===== src/rtl/mult_norm_round.sv =====
// Post-multiply normalise / round / pack stage of the FPU multiply path.
// Two-stage valid/ready pipeline: stage 1 normalises, stage 2 rounds, classifies and packs.
module mult_norm_round #(
  parameter int SW = 24,
  parameter int EW = 8
) (
  input  logic                clk,
  input  logic                rst,
  input  logic                in_valid_i,
  output logic                in_ready_o,
  input  logic [2*SW-1:0]     product_i,
  input  logic [EW+1:0]       exp_sum_i,
  input  logic                sign_i,
  input  logic [1:0]          rmode_i,
  output logic                out_valid_o,
  input  logic                out_ready_i,
  output logic [EW+SW-1:0]    result_o,
  output logic                ovf_o,
  output logic                unf_o,
  output logic                inexact_o
);

  typedef enum logic [1:0] {RM_RNE = 2'b00, RM_RTZ = 2'b01, RM_UP = 2'b10, RM_DN = 2'b11} rmode_t;

  // One spare exponent bit so the +1 from normalisation and rounding never wraps.
  localparam int XW = EW + 3;
  localparam logic signed [XW-1:0] E_OVF = XW'((1 << EW) - 1);

  logic                 v1, v2, adv2;
  logic [SW-1:0]        m1;
  logic                 g1, s1, z1, sign1;
  logic signed [XW-1:0] e1;
  rmode_t               rmode1;

  logic [SW-1:0]        m_n;
  logic                 g_n, s_n;
  logic signed [XW-1:0] e_n;

  logic                 inc, carry, ovf_inf;
  logic [SW-2:0]        frac;
  logic signed [XW-1:0] er;
  logic [EW+SW-1:0]     res_n;
  logic                 ovf_n, unf_n, inx_n;

  assign adv2        = ~v2 | out_ready_i;
  assign in_ready_o  = (~v1 | adv2) & ~rst;
  assign out_valid_o = v2;

  always_comb begin
    if (product_i[2*SW-1]) begin
      m_n = product_i[2*SW-1 -: SW];
      g_n = product_i[SW-1];
      s_n = |product_i[SW-2:0];
      e_n = {exp_sum_i[EW+1], exp_sum_i} + XW'(1);
    end else begin
      m_n = product_i[2*SW-2 -: SW];
      g_n = product_i[SW-2];
      s_n = |product_i[SW-3:0];
      e_n = {exp_sum_i[EW+1], exp_sum_i};
    end
  end

  always_comb begin
    inc     = 1'b0;
    ovf_inf = 1'b1;
    case (rmode1)
      RM_RNE: begin inc = g1 & (s1 | m1[0]);  ovf_inf = 1'b1;   end
      RM_RTZ: begin inc = 1'b0;               ovf_inf = 1'b0;   end
      RM_UP:  begin inc = (g1 | s1) & ~sign1; ovf_inf = ~sign1; end
      RM_DN:  begin inc = (g1 | s1) & sign1;  ovf_inf = sign1;  end
      default: ;
    endcase
    // Carry out of M+inc only when M is all ones; the fraction then wraps to zero,
    // which matches renormalising to 1.0 with the exponent bumped.
    carry = inc & (&m1);
    frac  = m1[SW-2:0] + (SW-1)'(inc);
    er    = e1 + XW'(carry);

    res_n = '0;
    ovf_n = 1'b0;
    unf_n = 1'b0;
    inx_n = 1'b0;
    if (z1) begin
      res_n = {sign1, {(EW+SW-1){1'b0}}};
    end else if (er >= E_OVF) begin
      ovf_n = 1'b1;
      inx_n = 1'b1;
      if (ovf_inf) res_n = {sign1, {EW{1'b1}}, {(SW-1){1'b0}}};
      else         res_n = {sign1, {(EW-1){1'b1}}, 1'b0, {(SW-1){1'b1}}};
    end else if (er <= XW'(0)) begin
      unf_n = 1'b1;
      inx_n = 1'b1;
      res_n = {sign1, {(EW+SW-1){1'b0}}};
    end else begin
      inx_n = g1 | s1;
      res_n = {sign1, er[EW-1:0], frac};
    end
  end

  always_ff @(posedge clk or posedge rst) begin
    if (rst) begin
      v1        <= 1'b0;
      v2        <= 1'b0;
      m1        <= '0;
      g1        <= 1'b0;
      s1        <= 1'b0;
      z1        <= 1'b0;
      sign1     <= 1'b0;
      e1        <= '0;
      rmode1    <= RM_RNE;
      result_o  <= '0;
      ovf_o     <= 1'b0;
      unf_o     <= 1'b0;
      inexact_o <= 1'b0;
    end else begin
      if (adv2) begin
        v2 <= v1;
        if (v1) begin
          result_o  <= res_n;
          ovf_o     <= ovf_n;
          unf_o     <= unf_n;
          inexact_o <= inx_n;
        end
      end
      if (in_ready_o) begin
        v1 <= in_valid_i;
        if (in_valid_i) begin
          m1     <= m_n;
          g1     <= g_n;
          s1     <= s_n;
          z1     <= (product_i == '0);
          sign1  <= sign_i;
          e1     <= e_n;
          rmode1 <= rmode_t'(rmode_i);
        end
      end
    end
  end

endmodule


===== config.mk =====
export PLATFORM = sky130hd
export DESIGN_NAME = mult_norm_round
export DESIGN_NICKNAME = d
export VERILOG_FILES = /design/src/rtl/mult_norm_round.sv
export SDC_FILE = /design/constraint.sdc
export NUM_CORES = 1
export LEC_CHECK = 0
export BUFFER_PORTS_ARGS = -buffer_cell sky130_fd_sc_hd__buf_2
export CORE_ASPECT_RATIO = 0.9
export CORE_MARGIN = 8
export CORE_UTILIZATION = 24
export DETAILED_ROUTE_END_ITERATION = 7
export SYNTH_ARGS = -nofsm -noshare
export SYNTH_HDL_FRONTEND = slang
export SYNTH_SLANG_ARGS = --single-unit

===== constraint.sdc =====
create_clock -name clk -period 8.3 [get_ports clk]
set_input_delay 0.83 -clock clk [delete_from_list [all_inputs] [get_ports clk]]
set_output_delay 0.83 -clock clk [all_outputs]
set_load 0.01 [all_outputs]

Yosys cells after proc, flatten, opt, wreduce, memory -nomap -nowiden:

Cells that the tools add are included.

* $lt $le $gt $ge: 2
* eq/ne operators: 3
* bitwise operators: 13
* $add $sub $neg: 3
* muxes and demuxes: 18
* reductions and logical operators: 7

Operator list (number)
* $mux 31: 3
* $logic_not 48->1: 1
* $mux 24: 2
* $reduce_and 24->1: 1
* $add 23x1->23: 1
* $reduce_or 23->1: 1
* $reduce_or 22->1: 1
* $add 10x2->11 const B: 1
* $add 11x1->11: 1
* $ge 11x9->1 const B: 1
* $le 11x1->1 const B: 1
* $mux 11: 1
* $mux 1: 10
* $pmux 1 s4: 2
* $and 1x1->1: 5
* $eq 2x2->1 const B: 2
* $not 1->1: 4
* $or 1x1->1: 4
* $reduce_and 2->1: 2
* $eq 2x1->1 const B: 1
* $logic_not 2->1: 1

* input port bits: 65
* bits in registers: 78

Logic depth before layout (Yosys ltp):

Gate-level depths: netlist (run 1).

* depth in word-level cells: 9
* gate-level depth with buffers: 15
* mapped depth without buffers: 13

Worst setup path after synthesis (run 1):

Ideal clock, no wire load.

* path type: register to register
* start point: reg m1[12]
* end point: reg result_o[2]
* cell stages (with the launch flop): 15
* arrival: 3.053 ns
* required time: 8.166 ns
* period minus slack after synthesis: 3.187 ns
* path buffers: 2
* slack: 5.113 ns
* cell sequence: dfrtp_1 > and4_1 > and3_1 > and3_1 > and4_1 > ha_1 > ha_1 > and4_1 > a21o_1 > a211o_1 > a21bo_1 > buf_6 > buf_6 > a31oi_1 > o21ai_1

* word-level cells in the longest chain between the ends: 7

RTL lines
* start, declared: RTL line 30 `logic [SW-1:0] m1;`
* start signal, assigned: RTL line 128 `m1 <= m_n;`
* $reduce_and 24->1 (*): RTL line 75 `carry = inc & (&m1);`
* $and 1x1->1 (*): RTL line 75
* $add 11x1->11 (*): RTL line 77 `er = e1 + XW'(carry);`
* $le 11x1->1: RTL line 90 `end else if (er <= XW'(0)) begin`
* $mux 31: RTL line 90
* $mux 31 (*): RTL line 85 `end else if (er >= E_OVF) begin`
* $mux 31 (*): RTL line 83 `if (z1) begin`
* end signal, assigned: RTL line 119 `result_o <= res_n;`
* end, declared: RTL line 17 `output logic [EW+SW-1:0] result_o,`

Mark *: on every way between the ends. The rest lies on a longest branch, timed or not.
A chain may end at the register's enable or synchronous reset.

Worst setup path after layout (run 1):

* start point: reg rmode1[1]
* end point: reg result_o[10]

* word-level cells in the longest chain between the ends: 8

RTL lines
* start, declared: RTL line 33 `rmode_t rmode1;`
* start signal, assigned: RTL line 134 `rmode1 <= rmode_t'(rmode_i);`
* $eq 2x2->1, or another cell as far along: RTL line 66 `case (rmode1)`
* $pmux 1 s4: RTL line 66
* $and 1x1->1: RTL line 75
* $add 11x1->11: RTL line 77
* $le 11x1->1: RTL line 90
* $mux 31: RTL line 90
* $mux 31 (*): RTL line 85
* $mux 31 (*): RTL line 83

Marks and branches as above.

==> flow_metrics.env, run 1 <==
export IMPL_final_critical_period_ps=4350
export IMPL_dieHeight_um=145
export IMPL_timing_critical_path_from_type="flop"
export IMPL_diodes=0
export IMPL_fillCellCount=1981
export IMPL_grt_pass1_wl_um=20100
export IMPL_finalSetupViolCount=0
export IMPL_via_count_of_the_first_global_routing_pass=3826
export IMPL_syn2layout_area_growth_pct=22.4
export IMPL_post_cts_buffers=0
export IMPL_grt_antenna_before_repair=2
export IMPL_timing_fmax_ghz=0.230
export IMPL_min_path_type="flop to flop"
export IMPL_initial_drc_count=197
export IMPL_via_count=3755
export IMPL_fin_setup_tns_ps=0
export IMPL_clock_path_buffers=2
export IMPL_outcome="finished, final reports clean"
export IMPL_seq_area_frac_synth=0.437
export IMPL_grt_total_usage=0.109
export IMPL_route_detailed_wl_per_inst_um=15.4
export IMPL_yosysUniqueCellTypes=49
export IMPL_grt_start_max_net_pins=81
export IMPL_clock_skew_final_ps=2.65
export IMPL_clk_insertion_delay_late_ps=340
export IMPL_clock_tree_from_tritoncts="yes"
export IMPL_nets=642
export IMPL_grt_remaining_overflow=0
export IMPL_clk_root_buffer_cell="clkbuf_16"
export IMPL_detailedPlacementHpwl_um=10100
export IMPL_ctsHoldBuffers=0
export IMPL_place_port_buffers=101
export IMPL_final_hold_viol_count=0
export IMPL_clock_sink_count=78
export IMPL_power_per_cell_area_nw_per_um2=266
export IMPL_vias_per_cell=4.57
export IMPL_fp_row_count=47
export IMPL_die_w_um=160
export IMPL_grt_setup_unrepaired="false"
export IMPL_drt_wl_total_um=12700
export IMPL_dieArea_um2=23200
export IMPL_globalplace_congestion=0.812
export IMPL_drt_antenna_violating_nets=0
export IMPL_finalHoldWorstSlack_ps=470
export IMPL_worstPathMaxFanout=20
export IMPL_criticalPathCategory="flop to flop"
export IMPL_drive_above_1_share=0.232
export IMPL_floorplan_io_pins=102
export IMPL_slew_viol_final=0
export IMPL_vdd_ir_drop_max_uv=112
export IMPL_worstMarginPinSlew_ps=1240
export IMPL_synth_net_count=556
export IMPL_setup_worst_path_end_class="flop"
export IMPL_leak_pwr_nw=2.45
export IMPL_register_area_um2=1950
export IMPL_dr_pass1_iters=5
export IMPL_timing_final_crit_share=0.525
export IMPL_path_clk_slew_ps=60
export IMPL_required_ps=8570
export IMPL_cts_htree_levels=3
export IMPL_postSynthRegisterBits=78
export IMPL_maxCapViolations=0
export IMPL_cts_inserted_buffers=9
export IMPL_postSynthAreaPerCell_um2=9.19
export IMPL_mappedNetlistArea_um2=4470
export IMPL_synthesis_instances=486
export IMPL_multiInputGateArea_um2=2350
export IMPL_max_slew_margin=0.169
export IMPL_postCtsResizedCells=0
export IMPL_drc=0
export IMPL_placeableCoreArea_um2=18300
export IMPL_starting_density_of_the_core=0.243
export IMPL_yosysWarningCount=0
export IMPL_worstPathArrival_ps=4630
## path summary, 6_finish.rpt
kind	depth (start not counted)	slack, ps	startpoint	to
worst min-delay path	2	470	result_o[25]	result_o[25]
min in group asynchronous	3	790	rst	v1
worst max-delay path	13	3950	rmode1[1]	result_o[10]
worst max register to register	13	3950	rmode1[1]	result_o[10]
worst min register to register	2	470	result_o[25]	result_o[25]
max in group asynchronous	3	6860	rst	result_o[26]
## layer usage
layer / routed length [um] / global-route usage / share of wire
met3: 466 / 0.0269 / 0.037
met1: 6970 / 0.158 / 0.55
met2: 5010 / 0.151 / 0.40
met5: 23 / 0 / 0.0018
met4: 193 / 0.0392 / 0.015
## power breakdown
part           switching [mW]  internal [mW]
clock                   0.149          0.270
sequential              0.102          0.496
combinational           0.257          0.179
## synthesized netlist by cell type (all sizes together)
master / count / share of area
nor2b: 1 / 0.0014
xnor2: 22 / 0.045
a22o: 7 / 0.014
nand2: 86 / 0.072
and3: 4 / 0.0056
a21boi: 2 / 0.0034
o31ai: 2 / 0.0064
a31oi: 18 / 0.025
or4: 2 / 0.0034
nand2b: 2 / 0.0028
nor4: 10 / 0.014
ha: 5 / 0.014
inv: 4 / 0.0034
clkbuf: 18 / 0.015
nor2: 18 / 0.015
o41ai: 2 / 0.0039
dfrtp: 78 / 0.44
xor2: 19 / 0.037
and2: 2 / 0.0028
a21oi: 7 / 0.0087
mux2i: 27 / 0.061
a21bo: 3 / 0.0067
nand3: 17 / 0.022
o21ai: 72 / 0.081
a22oi: 1 / 0.0017
buf: 11 / 0.019
and4: 8 / 0.016
nor3: 9 / 0.010
o211ai: 1 / 0.0017
a21o: 1 / 0.0017
a2111oi: 1 / 0.0062
a211oi: 1 / 0.0017
mux2: 4 / 0.010
nand4b: 1 / 0.0020
nand4: 17 / 0.025
a211o: 1 / 0.0020
or2: 2 / 0.0028
## sequential cells by signal, summed over array words and instances (netlist names)
signal and flops:
v1 1, unf_o 1, ovf_o 1, result_o 32, g1 1, inexact_o 1
e1 11, out_valid_o 1, rmode1 2, z1 1, sign1 1, s1 1
m1 24
## cell usage in the layout, fill, tap and decap left out, drive strengths merged
cell type | Yosys | routed
inv | 4 | 4
bufinv | 0 | 2
or4 | 2 | 2
o41ai | 2 | 2
clkinv | 0 | 2
nor4 | 10 | 10
nand2b | 2 | 2
nand2 | 86 | 86
buf | 11 | 104
o31ai | 2 | 2
nor3 | 9 | 9
mux2 | 4 | 4
o21ai | 72 | 72
and2 | 2 | 2
nor2 | 18 | 18
a211o | 1 | 1
a21oi | 7 | 7
a21boi | 2 | 2
nand4 | 17 | 17
dfrtp | 78 | 78
a22o | 7 | 7
a211oi | 1 | 1
xnor2 | 22 | 22
clkbuf | 18 | 12
or2 | 2 | 2
mux2i | 27 | 27
and4 | 8 | 8
a21o | 1 | 1
a22oi | 1 | 1
a31oi | 18 | 18
nor2b | 1 | 1
ha | 5 | 5
o211ai | 1 | 1
a21bo | 3 | 3
nand4b | 1 | 1
a2111oi | 1 | 1
nand3 | 17 | 17
xor2 | 19 | 19
and3 | 4 | 4
## critical path: stages, from the launching register on
cell and delay [ps]:
dfrtp_1 390, nand2_1 110, xor2_1 290, o21ai_0 150
a21oi_1 170, and4_1 220, ha_1 270, ha_1 290
and4_1 290, nand3_1 150, xor2_1 980, nand2_1 300
a21oi_1 460, a22o_1 210
## cells by family after synthesis
group | synth area share
buf+inv | 0.0373
flops | 0.437
fa+ha+maj | 0.0140
xor+xnor | 0.0821
mux | 0.0706
compound gates | 0.164
simple gates | 0.196
## metrics by stage
step	util	cell area, um2	power (mW)	setup WS [ps]	cells
after global placement	0.281	5150	1.04	4250	806
after global routing	0.298	5470	1.55	3600	822
final	0.298	5470	1.45	3950	822
after floorplan	-	4470	0.853	5110	486
after detailed placement	0.281	5150	1.05	4060	806
after CTS	0.298	5470	1.47	3940	822
## final cells by class
class                           count  area share
Tap cell                          245      0.0561
Inverter                            4     0.00275
Timing Repair Buffer              104      0.0965
Multi-Input combinational cell    375       0.430
Clock buffer                       12      0.0451
Sequential cell                    78       0.357
Clock inverter                      4      0.0128
No activity file was read; power rests on OpenSTA's default activity.
==> inputs of run 2 (changes only) <==
==> constraint.sdc (replaced) <==
create_clock -name clk -period 4.05 [get_ports clk]
set_input_delay 0.405 -clock clk [delete_from_list [all_inputs] [get_ports clk]]
set_output_delay 0.405 -clock clk [all_outputs]
set_load 0.01 [all_outputs]
==> run 2 against run 1 <==
Net effect:
- global-route usage is 0.13 points higher
- count of clock-buffer cells in the layout is 2 lower
- power is 96% higher
- die area stayed put
- setup slack worse by 3600 ps
- clock skew is 4.0 ps higher
- critical endpoint is now result_o[5]
- design area is 0.46% lower
- sequential share of layout area is 0.16 points higher
- largest power group unchanged
==> flow_metrics.env, run 2 (same netlist as run 1, synthesis figures left out) <==
export IMPL_dr_pass1_iters=4
export IMPL_via_count=3727
export IMPL_worstPathMaxFanout=17
export IMPL_postCtsResizedCells=0
export IMPL_cts_htree_levels=3
export IMPL_rr_endpoint="result_o[5]"
export IMPL_multiInputGateArea_um2=2350
export IMPL_drt_wl_total_um=12600
export IMPL_syn2layout_area_growth_pct=21.9
export IMPL_vdd_ir_drop_max_uv=207
export IMPL_maxCapViolations=0
export IMPL_drt_antenna_violating_nets=0
export IMPL_nets=644
export IMPL_worstMarginPinSlew_ps=845
export IMPL_power_per_cell_area_nw_per_um2=524
export IMPL_biggestRegsByFlops="result_o (32), m1 (24), e1 (11)"
export IMPL_grt_pass1_wl_um=20700
export IMPL_leak_pwr_nw=2.43
export IMPL_finalHoldWorstSlack_ps=262
export IMPL_layout_common_cells="buf_2, nand2_1, dfrtp_1"
export IMPL_timing_fmax_ghz=0.273
export IMPL_crit_path_cell_trace="nand2_1 -> xor2_1 -> o21ai_0 -> a21oi_1 -> and4_1 -> ha_1 -> ha_1 -> nand4_1 -> o21ai_1 -> a21bo_2 -> and2_1 -> o31ai_4 -> o21ai_1"
export IMPL_ctsHoldBuffers=0
export IMPL_grt_antenna_before_repair=2
export IMPL_vias_per_cell=4.52
export IMPL_power_share_combinational=0.313
export IMPL_die_w_um=160
export IMPL_switching_share=0.363
export IMPL_register_area_um2=1950
export IMPL_worst_r2r_setup_slack_ps=390
export IMPL_final_hold_viol_count=0
export IMPL_via_count_of_the_first_global_routing_pass=3899
export IMPL_globalplace_congestion=0.844
export IMPL_required_ps=4240
export IMPL_critical_path_slowest_cell="o31ai_4"
export IMPL_largest_register_ffs=32
export IMPL_post_cts_buffers=0
export IMPL_layout_commonest_cell="buf_2"
export IMPL_crit_path_max_incr_delay_ps=630
export IMPL_clk_insertion_delay_late_ps=330
export IMPL_placeableCoreArea_um2=18300
export IMPL_clock_sink_count=78
export IMPL_highest_layer="met5"
export IMPL_clock_skew_final_ps=6.68
export IMPL_timing_critical_path_from_type="flop"
export IMPL_drt_met1_wl_um=6780
export IMPL_final_util=0.297
export IMPL_floorplan_io_pins=102
export IMPL_min_path_type="input port to asynchronous set/reset pin"
export IMPL_dieHeight_um=145
export IMPL_setup_worst_path_end_class="flop"
export IMPL_initial_drc_count=245
export IMPL_fin_setup_tns_ps=0
export IMPL_dieArea_um2=23200
export IMPL_slew_viol_final=0
export IMPL_netSwitchingPower_mw=1.04
export IMPL_critical_path_reg2reg_startpoint="sign1"
export IMPL_timing_final_crit_share=0.904
export IMPL_worstPathArrival_ps=3850
export IMPL_clock_tree_from_tritoncts="yes"
export IMPL_p_seq_frac=0.430
export IMPL_fillCellCount=1986
export IMPL_detailedPlacementHpwl_um=10300
export IMPL_finalSetupViolCount=0
export IMPL_grt_total_usage=0.110
export IMPL_intPower_mw=1.82
export IMPL_criticalPathCategory="flop to flop"
export IMPL_diodes=0
export IMPL_p_clk_frac=0.257
export IMPL_clk_root_buffer_cell="clkbuf_16"
export IMPL_register_bank_with_the_most_flops="result_o"
export IMPL_r2r_cells=13
export IMPL_grt_start_max_net_pins=54
export IMPL_path_clk_slew_ps=60
export IMPL_final_critical_period_ps=3660
export IMPL_drc=0
export IMPL_fp_row_count=47
export IMPL_cts_inserted_buffers=9
export IMPL_met2_wirelength_um=5030
export IMPL_grt_setup_unrepaired="false"
export IMPL_outcome="finished, final reports clean"
export IMPL_grt_remaining_overflow=0
export IMPL_drive_above_1_share=0.238
export IMPL_clock_path_buffers=2
export IMPL_max_slew_margin=0.436
export IMPL_starting_density_of_the_core=0.243
export IMPL_wl_met3_um=640
export IMPL_place_port_buffers=101
export IMPL_route_detailed_wl_per_inst_um=15.3
[run 2: cell types whose count changed in the layout (fill, tap and decap cells not counted)]
cell	delta
clkinvlp_4	+3
buf_4	+2
bufinv_16	-2
clkbuf_1	-2
clkinv_2	+1
[run 2: worst max-delay path by stage]
stage	from	to	slack [ps]	cells after the start
2_1_floorplan	m1[12]	result_o[2]	860	14
3_3_place_gp	sign1	result_o[22]	470	13
3_5_place_dp	sign1	result_o[5]	360	13
4_1_cts	sign1	result_o[5]	370	13
5_1_grt	sign1	result_o[16]	50	13
6_report	sign1	result_o[5]	390	13
[run 2: layout make-up]
| class | count | share of cell area |
|---|---|---|
| multi-input combinational | 375 | 0.432 |
| sequential | 78 | 0.359 |
| clock inverter | 6 | 0.00689 |
| inverter | 4 | 0.00276 |
| tap | 245 | 0.0563 |
| clock buffer | 10 | 0.0439 |
| timing repair buffer | 106 | 0.0997 |
[run 2: critical path, delay by kind of cell, from the launching register on]
| kind | cells | cell delay [ps] |
|---|---|---|
| compound gates | 6 | 1540 |
| simple gates | 4 | 740 |
| fa+ha+maj | 2 | 550 |
| flops | 1 | 390 |
| xor+xnor | 1 | 290 |
[run 2: power by group through the flow]
| stage | Combinational [mW] | Clock (mW) | Sequential (mW) |
|---|---|---|---|
| 5_1_grt | 1.01 | 0.782 | 1.27 |
| 2_1_floorplan | 0.494 | 0 | 1.25 |
| 3_5_place_dp | 0.913 | 0 | 1.24 |
| 6_report | 0.892 | 0.732 | 1.23 |
| 4_1_cts | 0.914 | 0.747 | 1.23 |
| 3_3_place_gp | 0.901 | 0 | 1.24 |
[run 2: per-stage QoR]
step                cells  cell area, um2  total power, mW  worst slack (ps)
finish                824            5440             2.85               389
global route          824            5440             3.06              51.2
CTS                   824            5440             2.89               374
detailed placement    808            5170             2.15               360
global placement      808            5170             2.14               466
floorplan             486            4470             1.75               863
[run 2: layer usage]
metal,up-vias,GRT usage
li1,1929,-
met1,1684,0.164
met2,101,0.152
met3,9,0.0286
met4,4,0.0280
met5,-,0
==> inputs of run 3 (changes only) <==
--- a/config.mk
+++ b/config.mk
@@ -5,6 +5,8 @@
 export SDC_FILE = /design/constraint.sdc
 export NUM_CORES = 1
 export LEC_CHECK = 0
+export ABC_AREA = 1
+export ABC_CLOCK_PERIOD_IN_PS = 4050
 export BUFFER_PORTS_ARGS = -buffer_cell sky130_fd_sc_hd__buf_2
 export CORE_ASPECT_RATIO = 0.9
 export CORE_MARGIN = 8
==> run 3 against run 2 <==
Net effect:
- maximum frequency up 4.2%
- via count up 18%
- clock skew up 3.0 ps
- first-iteration DRC count up 46%
==> flow_metrics.env, run 3 <==
export IMPL_layout_commonest_cell="nand2_1"
export IMPL_detailedPlacementHpwl_um=10600
export IMPL_p_clk_frac=0.300
export IMPL_synthTopCellsByCount="nand2_1, dfrtp_1, nor2_1"
export IMPL_clock_skew_final_ps=9.65
export IMPL_grt_start_max_net_pins=79
export IMPL_worstSetupStartpoint="m1[4]"
export IMPL_dp_worst_setup_slack_ps=532
export IMPL_clock_tree_from_tritoncts="yes"
export IMPL_vias_per_cell=4.39
export IMPL_layoutNonFillerInstCount=1005
export IMPL_die_w_um=164
export IMPL_critical_path_most_common_cell="nand2_1"
export IMPL_nets=819
export IMPL_min_path_type="input port to flop"
export IMPL_drt_wl_total_um=13700
export IMPL_setup_worst_path_end_class="flop"
export IMPL_starting_density_of_the_core=0.246
export IMPL_netSwitchingPower_mw=1.06
export IMPL_postSynthAreaPerCell_um2=7.16
export IMPL_placeableCoreArea_um2=19200
export IMPL_vdd_ir_drop_max_uv=196
export IMPL_finalSetupViolCount=0
export IMPL_finalWorstSetupSlack_ps=537
export IMPL_syn2layout_area_growth_pct=21.9
export IMPL_outcome="finished, final reports clean"
export IMPL_postCtsResizedCells=0
export IMPL_largest_register_ffs=32
export IMPL_p_seq_frac=0.402
export IMPL_drt_antenna_violating_nets=0
export IMPL_timing_final_crit_share=0.868
export IMPL_clk_insertion_delay_late_ps=350
export IMPL_slew_viol_final=0
export IMPL_register_bank_with_the_most_flops="result_o"
export IMPL_synthMostInstantiatedCell="nand2_1"
export IMPL_layout_common_cells="nand2_1, buf_2, dfrtp_1"
export IMPL_timing_critical_path_from_type="flop"
export IMPL_worstMarginPinSlew_ps=1010
export IMPL_synth_net_count=730
export IMPL_placed_cells=988
export IMPL_grt_pass1_wl_um=22300
export IMPL_dr_pass1_iters=7
export IMPL_ctsHoldBuffers=0
export IMPL_critical_path_reg2reg_startpoint="m1[4]"
export IMPL_via_count_of_the_first_global_routing_pass=4229
export IMPL_finalHoldWorstSlack_ps=259
export IMPL_route_detailed_wl_per_inst_um=13.7
export IMPL_place_port_buffers=101
export IMPL_ys_flop_type="dfrtp_1"
export IMPL_drc=0
export IMPL_cts_inserted_buffers=9
export IMPL_drive_above_1_share=0.187
export IMPL_criticalPathCategory="flop to flop"
export IMPL_cp_num_cells=15
export IMPL_crit_path_max_incr_delay_ps=450
export IMPL_timing_fmax_ghz=0.285
export IMPL_power_per_cell_area_nw_per_um2=512
export IMPL_clock_sink_count=78
export IMPL_grt_total_usage=0.115
export IMPL_leak_pwr_nw=2.88
export IMPL_worst_r2r_setup_slack_ps=540
export IMPL_grt_setup_unrepaired="false"
export IMPL_synth_top_area_share=0.413
export IMPL_postSynthRegisterBits=78
export IMPL_cts_htree_levels=3
export IMPL_fraction_of_registers_with_async_set_or_reset_after_synthesis=1.00
export IMPL_clock_path_buffers=2
export IMPL_globalplace_congestion=0.800
export IMPL_intPower_mw=1.89
export IMPL_grt_remaining_overflow=0
export IMPL_dieArea_um2=24400
export IMPL_yosysUniqueCellTypes=33
export IMPL_critical_path_slowest_cell="a2111oi_0"
export IMPL_final_hold_viol_count=0
export IMPL_r2r_cells=15
export IMPL_worstPathArrival_ps=3750
export IMPL_seq_area_frac_synth=0.413
export IMPL_final_critical_period_ps=3510
export IMPL_synth_edff_count=0
export IMPL_initial_drc_count=357
export IMPL_switching_share=0.360
export IMPL_report_power_total_mw=2.95
export IMPL_fin_setup_tns_ps=0
export IMPL_synthesis_instances=660
export IMPL_rr_endpoint="result_o[20]"
export IMPL_biggestRegsByFlops="result_o (32), m1 (24), e1 (11)"
export IMPL_synth_top_area_cell="dfrtp_1"
export IMPL_dieHeight_um=149
export IMPL_crit_path_cell_trace="nand2_1 -> nor2_1 -> nand2_1 -> a2111oi_0 -> ha_1 -> ha_1 -> or2_2 -> a21oi_1 -> nand3_1 -> nor3_2 -> nand2_2 -> nand3_1 -> nand2_1 -> nand2_1 -> nand2_1"
export IMPL_power_share_combinational=0.298
export IMPL_required_ps=4290
export IMPL_floorplan_io_pins=102
export IMPL_path_clk_slew_ps=70
export IMPL_post_cts_buffers=0
export IMPL_mappedNetlistArea_um2=4720
export IMPL_netlist_top_cells_area="dfrtp_1, nand2_1, nor2_1, nand3_1, inv_1"
export IMPL_via_count=4408
export IMPL_yosysWarningCount=0
export IMPL_cp_buffers_inverters=0
export IMPL_worstPathMaxFanout=24
export IMPL_grt_antenna_before_repair=4
export IMPL_crit_end="result_o[20]"
export IMPL_cpLargestDelayFamily="simple AND/OR/NAND/NOR gates"
export IMPL_maxCapViolations=0
export IMPL_max_slew_margin=0.327
export IMPL_fp_row_count=48
export IMPL_clk_root_buffer_cell="clkbuf_16"
==> run 3: changes by cell type in the layout (fill, tap and decap cells not counted), sizes merged, moves of 12 or more <==
cell	previous run	this run
a31oi	18	0
inv	4	52
mux2i	27	0
nand2	86	248
nand3	17	47
nand3b	0	12
nor2	18	80
o21ai	72	17
o31ai	2	19
xnor2	22	6
==> run 3: how the worst min path moves through the flow <==
stage,cells after the start,to,slack (ps),from
6_report,3,rmode1[0],260,rmode_i[0]
5_1_grt,3,rmode1[0],270,rmode_i[0]
4_1_cts,3,rmode1[0],250,rmode_i[0]
3_5_place_dp,2,result_o[1],460,result_o[1]
3_3_place_gp,2,result_o[4],460,result_o[4]
2_1_floorplan,2,e1[0],460,e1[0]
==> run 3: kinds of logic (layout without fill, tap and decap cells) <==
logic type / count (synthesis) / in the layout / share of synthesized area
buffers and inverters: 79 / 173 / 0.0712
xor gates and xnor gates: 24 / 24 / 0.0445
and+or+nand+nor: 417 / 417 / 0.380
other: 0 / 1 / 0
AOI/OAI and AO/OA: 57 / 57 / 0.0779
adders and majority gates: 5 / 5 / 0.0132
DFF: 78 / 78 / 0.413
==> run 3: layout make-up <==
| class | instances | area (um2) |
|---|---|---|
| clock inverters | 6 | 92.6 |
| repair buffers | 106 | 543 |
| diodes | 1 | 2.50 |
| multi-input cells | 503 | 2440 |
| clock buffers | 10 | 229 |
| flip-flops and latches | 78 | 1950 |
| inverters | 51 | 193 |
| well taps | 250 | 313 |
| fillers | 2128 | 13500 |
==> run 3: power by group through the flow <==
| stage | clock network [mW] | registers, mW | logic [mW] |
|---|---|---|---|
| 5_1_grt | 0.933 | 1.22 | 1.01 |
| 2_1_floorplan | 0 | 1.22 | 0.506 |
| 3_3_place_gp | 0 | 1.19 | 0.889 |
| 6_report | 0.884 | 1.19 | 0.881 |
| 4_1_cts | 0.901 | 1.19 | 0.902 |
| 3_5_place_dp | 0 | 1.20 | 0.896 |
==> run 3: per-stage QoR <==
stage,util,cell area [um2]
floorplan,-,4720
global placement,0.283,5440
detailed placement,0.283,5440
CTS,0.300,5760
global route,0.300,5760
finish,0.300,5760
==> run 3: worst register-to-register path: cells and delay by family (launching register included) <==
family,cells,cell delay [ps]
flip-flops,1,430
adder cells (fa/ha/maj),2,600
AO/OA/AOI/OAI,2,570
AND/OR/NAND/NOR,11,1780
==> run 3: per-layer routing <==
layer | wire length (um) | track usage
met5 | 48 | 0
met4 | 265 | 0.0477
met3 | 1360 | 0.0450
met2 | 5110 | 0.148
met1 | 6930 | 0.165
